$ cat src/rtl/mux_rr_arbiter.sv
// mux_rr_arbiter: round-robin arbiter and sequencer for a shared 4-input
// selection path. One requester at a time holds the grant for a bounded
// burst. The 2-bit select steers that requester's operand into a single
// registered output stage. The output stage supports back-pressure.
module mux_rr_arbiter #(
    parameter int W        = 4,
    parameter int MAXBURST = 4
) (
    input  logic         clk,
    input  logic         rst,
    input  logic [3:0]   req,
    input  logic [3:0]   last,
    input  logic [W-1:0] i0,
    input  logic [W-1:0] i1,
    input  logic [W-1:0] i2,
    input  logic [W-1:0] i3,
    input  logic         y_ready,
    output logic [3:0]   gnt,
    output logic [1:0]   s,
    output logic [3:0]   ack,
    output logic [W-1:0] y,
    output logic         y_valid
);

    localparam int CW = $clog2(MAXBURST + 1);

    typedef enum logic {
        IDLE  = 1'b0,
        GRANT = 1'b1
    } state_t;

    state_t         state, state_nxt;
    logic [1:0]     ptr, ptr_nxt;
    logic [3:0]     gnt_nxt;
    logic [1:0]     s_nxt;
    logic [CW-1:0]  cnt, cnt_nxt, cnt_inc;
    logic [W-1:0]   y_nxt;
    logic           y_valid_nxt;

    logic           free;
    logic           take;
    logic           burst_done;
    logic           grant_end;
    logic [7:0]     req_dbl;
    logic [3:0]     req_rot;
    logic [1:0]     pick_ofs;
    logic [1:0]     pick;
    logic [W-1:0]   sel_data;

    // Output register can accept a beat when empty or being drained this cycle.
    assign free = ~y_valid | y_ready;

    // A beat moves only while granted, with the owner requesting and room downstream.
    assign take       = (state == GRANT) & req[s] & free;
    assign cnt_inc    = cnt + 1'b1;
    assign burst_done = (cnt_inc == CW'(MAXBURST));
    assign grant_end  = (state == GRANT) & ((take & (last[s] | burst_done)) | ~req[s]);
    assign ack        = take ? (4'b0001 << s) : 4'b0000;

    // Rotate requests so bit 0 is the requester at ptr; the lowest set bit wins.
    assign req_dbl = {req, req} >> ptr;
    assign req_rot = req_dbl[3:0];

    // Priority pick of the first requester at or after ptr in rotated order.
    always_comb begin
        pick_ofs = 2'd3;
        if (req_rot[0]) begin
            pick_ofs = 2'd0;
        end else if (req_rot[1]) begin
            pick_ofs = 2'd1;
        end else if (req_rot[2]) begin
            pick_ofs = 2'd2;
        end
    end

    assign pick = ptr + pick_ofs;

    // Operand steering for the granted requester.
    always_comb begin
        sel_data = i0;
        case (s)
            2'd0:    sel_data = i0;
            2'd1:    sel_data = i1;
            2'd2:    sel_data = i2;
            default: sel_data = i3;
        endcase
    end

    // Next-state logic for the FSM, the grant/select, the burst counter and the output stage.
    always_comb begin
        state_nxt   = state;
        ptr_nxt     = ptr;
        gnt_nxt     = gnt;
        s_nxt       = s;
        cnt_nxt     = cnt;
        y_nxt       = y;
        y_valid_nxt = y_valid;

        // The output stage empties when drained, but a beat taken in the same cycle refills it.
        if (take) begin
            y_nxt       = sel_data;
            y_valid_nxt = 1'b1;
        end else if (y_ready) begin
            y_valid_nxt = 1'b0;
        end

        case (state)
            IDLE: begin
                if (|req) begin
                    gnt_nxt   = 4'b0001 << pick;
                    s_nxt     = pick;
                    cnt_nxt   = '0;
                    state_nxt = GRANT;
                end
            end
            GRANT: begin
                if (take) begin
                    cnt_nxt = cnt_inc;
                end
                // Last beat, full burst or withdrawal all end the grant once; s is kept.
                if (grant_end) begin
                    state_nxt = IDLE;
                    ptr_nxt   = s + 2'd1;
                    gnt_nxt   = 4'b0000;
                end
            end
            default: begin
                state_nxt = IDLE;
                gnt_nxt   = 4'b0000;
            end
        endcase
    end

    // State and output registers with synchronous reset.
    always_ff @(posedge clk) begin
        if (rst) begin
            state   <= IDLE;
            ptr     <= 2'd0;
            gnt     <= 4'b0000;
            s       <= 2'd0;
            cnt     <= '0;
            y       <= '0;
            y_valid <= 1'b0;
        end else begin
            state   <= state_nxt;
            ptr     <= ptr_nxt;
            gnt     <= gnt_nxt;
            s       <= s_nxt;
            cnt     <= cnt_nxt;
            y       <= y_nxt;
            y_valid <= y_valid_nxt;
        end
    end

endmodule
$ cat config.mk
export PLATFORM = sky130hd
export DESIGN_NAME = mux_rr_arbiter
export DESIGN_NICKNAME = d
export VERILOG_FILES = /design/src/rtl/mux_rr_arbiter.sv
export SDC_FILE = /design/constraint.sdc
export NUM_CORES = 1
export LEC_CHECK = 0
export CAP_MARGIN = 30
export CORE_ASPECT_RATIO = 0.7
export CORE_MARGIN = 2
export CORE_UTILIZATION = 30
export DETAILED_ROUTE_END_ITERATION = 6
export HOLD_SLACK_MARGIN = 0.06
export PLACE_DENSITY = 0.57
export RECOVER_POWER = 25
export SLEW_MARGIN = 20
export SYNTH_ARGS = -nofsm -noshare
export SYNTH_HDL_FRONTEND = slang
export SYNTH_SLANG_ARGS = --single-unit
export TNS_END_PERCENT = 5
$ cat constraint.sdc
create_clock -name clk -period 2.5 [get_ports clk]
set_input_delay 0.5 -clock clk [delete_from_list [all_inputs] [get_ports clk]]
set_output_delay 0.5 -clock clk [all_outputs]
set_load 0.005 [all_outputs]
==> run summary <==
outcome: complete, no violations
Clk Latency, worst-skew pair: 0.25 ns
multi-input logic area: 728 sq um
setup_tns: 0 ns
count of pins over their slew limit: 0
CTS root buffer: clkbuf_8
top post-synthesis cells by area: dfxtp_1 (30%), ha_1 (8.8%), mux2i_1 (8.0%)
Ports: 42
Leakage: 0.718 nW
commonest cells after routing, fill and taps aside: clkdlybuf4s50_1 (28), dfxtp_1 (17), nor2_1 (15), nand2_1 (13), buf_4 (10)
Synth top area share: 0.301
Slew Limit Headroom: 0.721
CP max stage cell: mux4_2
Top Metal Used: met4
Filler cells: 360
post-layout power: 905 uW
CTS Buf Count: 3
total gr overflow: 0
Crit Path Class: in2out
reg2reg start: s[0]
Die Ht: 55.4 um
Final Hold Fails: 0
GRT Overall Usage: 0.150
Bufs and invs on worst path: 2
Setup crit start: req[3]
cell count after synthesis: 129
via count: 1158
Finished Core Util: 0.469
number of synthesized flops with an enable pin: 0
H-Tree Depth: 1
met1 wire length: 1.50 mm
CP Capture Type: output port
count of state elements after synthesis: 17
Yosys cell types: 32
first drt pass iteration count: 4
area grow syn2layout: 47.4%
Syn Area/Cell: 8.78 sq um
worst vdd ir: 0.307 mV
clock transition at the registers of the reported paths: 0.06 ns
via density per instance: 5.06
commonest non-fill, non-tap cell in the layout: clkdlybuf4s50_1
full die area: 4290 sq um
area leader, netlist: dfxtp_1
first-pass GRT wire length: 5.14 mm
Setup Viol. Count Final: 0
clock sink total: 17
Routed WL: 3.15 mm
Max clock buf depth: 2
cell family with most CP delay: buffers and inverters
Die W: 77.4 um
Final Cycle Share: 0.954
Max stage delay on crit path: 0.51 ns
DR iter-0 viols: 54
skew final: 0.000908 ns
RePlAce Congestion: 0.806
initial antenna violation count: 0
crit path cell chain: clkdlybuf4s50_1 -> mux4_2 -> and3_4 -> and2_1 -> clkbuf_2
# port buffers: 41
CP required: 2.00 ns
DR WL/cell: 13.8 um
Fmax: 419 MHz
vias in the first global route: 1122
hold path start: cnt[2]
Mapped Nets: 164
met2 wire len: 1.42 mm
Cell Pwr Density: 542 nW/um^2
Synth Warn #: 0
Post-synth ARST share: 0
Initial Util: 0.318
Critical Path Start Type: primary input
Setup Buffers After CTS: 0
ANT cells: 0
minimum clock period: 2.39 ns
Final ANT Viol Nets: 0
dominant synthesized flop cell: dfxtp_1
unrepaired setup endpoints after global routing: no
largest net degree at the start of global routing: 11
DRC violation count after routing: 0
row cnt: 18
sequential share of the synthesized area: 0.301
Post-Syn Area: 1130 sq um
max_cap viols: 0
met3 WL: 203 um
Crit Path Max Fanout: 5
Reg area: 340 sq um
layout cells sized above 1: 0.140
Worst Tran Pin Value: 0.417 ns
Min-Delay Path Class: reg2reg
Core Region: 3560 sq um
CTS tree: done
Nets: 215
Worst Path Arrival: 1.89 ns
hpwl dp: 2.52 mm
-- area by class of cell --
cell class	instances	area share
well taps	50	0.0375
multi-input cells	100	0.436
flip-flops and latches	17	0.204
clock buffers	4	0.0270
repair buffers	52	0.282
inverters	6	0.0135
-- report_power, final --
group | internal (mW) | switching [mW] | leakage (nW)
Combinational | 0.194 | 0.166 | 0.556
Clock | 0.113 | 0.0949 | 0.0228
Sequential | 0.303 | 0.0342 | 0.139
-- flip-flops by register name, indices dropped and copies added (netlist names) --
signal / cells
s: 2
gnt: 4
ptr: 2
cnt: 3
y: 4
state: 1
y_valid: 1
-- metrics by stage --
| step | instances | setup WS (ns) | instance area (sq um) | hold WS (ns) |
|---|---|---|---|---|
| 4_1_cts | 229 | 0.0221 | 1690 | 0.479 |
| 5_1_grt | 229 | 0.0675 | 1670 | 0.495 |
| 2_1_floorplan | 129 | 0.296 | 1130 | 0.451 |
| 6_report | 229 | 0.114 | 1670 | 0.482 |
| 3_5_place_dp | 225 | -0.265 | 1640 | 0.470 |
| 3_3_place_gp | 225 | -0.213 | 1640 | 0.459 |
-- worst reg2reg max path: stages, from the launching register on --
cell      delay, ns
dfxtp_1        0.47
buf_4          0.19
inv_1          0.08
ha_1           0.26
a222oi_1       0.39
o21ai_0        0.19
mux2i_1        0.16
nor2_1         0.05
-- kinds of logic (layout without fill, tap and decap cells) --
group | after synthesis | count (layout) | synth area share
xor+xnor | 1 | 1 | 0.00774
flops | 17 | 17 | 0.301
fa+ha+maj | 8 | 8 | 0.0884
mux | 12 | 12 | 0.139
simple gates | 51 | 51 | 0.218
compound gates | 28 | 28 | 0.186
buf+inv | 12 | 62 | 0.0608
-- synthesized netlist by cell type, types with 3 or more instances --
| library cell | n |
|---|---|
| a21oi_1 | 9 |
| a222oi_1 | 4 |
| and2_1 | 4 |
| and3_1 | 3 |
| buf_6 | 3 |
| dfxtp_1 | 17 |
| ha_1 | 8 |
| inv_1 | 6 |
| mux2i_1 | 9 |
| mux4_2 | 3 |
| nand2_1 | 13 |
| nor2_1 | 15 |
| nor3_1 | 4 |
| o21ai_0 | 5 |
-- per-layer routing --
| layer | up-vias | GRT usage |
|---|---|---|
| met5 | - | 0 |
| met4 | 0 | 0.0459 |
| met3 | 5 | 0.0425 |
| met2 | 38 | 0.241 |
| met1 | 550 | 0.196 |
| li1 | 565 | - |
-- path summary, 6_finish.rpt --
check                              end  slack [ns]  depth (start not counted)
worst max-delay path            ack[1]        0.11                          5
worst min-delay path            cnt[2]        0.48                          2
worst max register to register    y[0]        0.61                          7
worst min register to register  cnt[2]        0.48                          2
-- what timing repair did --
item,in CTS,in global routing
gates resized for setup,10,5
setup endpoints to repair,4,4
hold buffers,0,0
No activity file was read; power rests on OpenSTA's default activity.
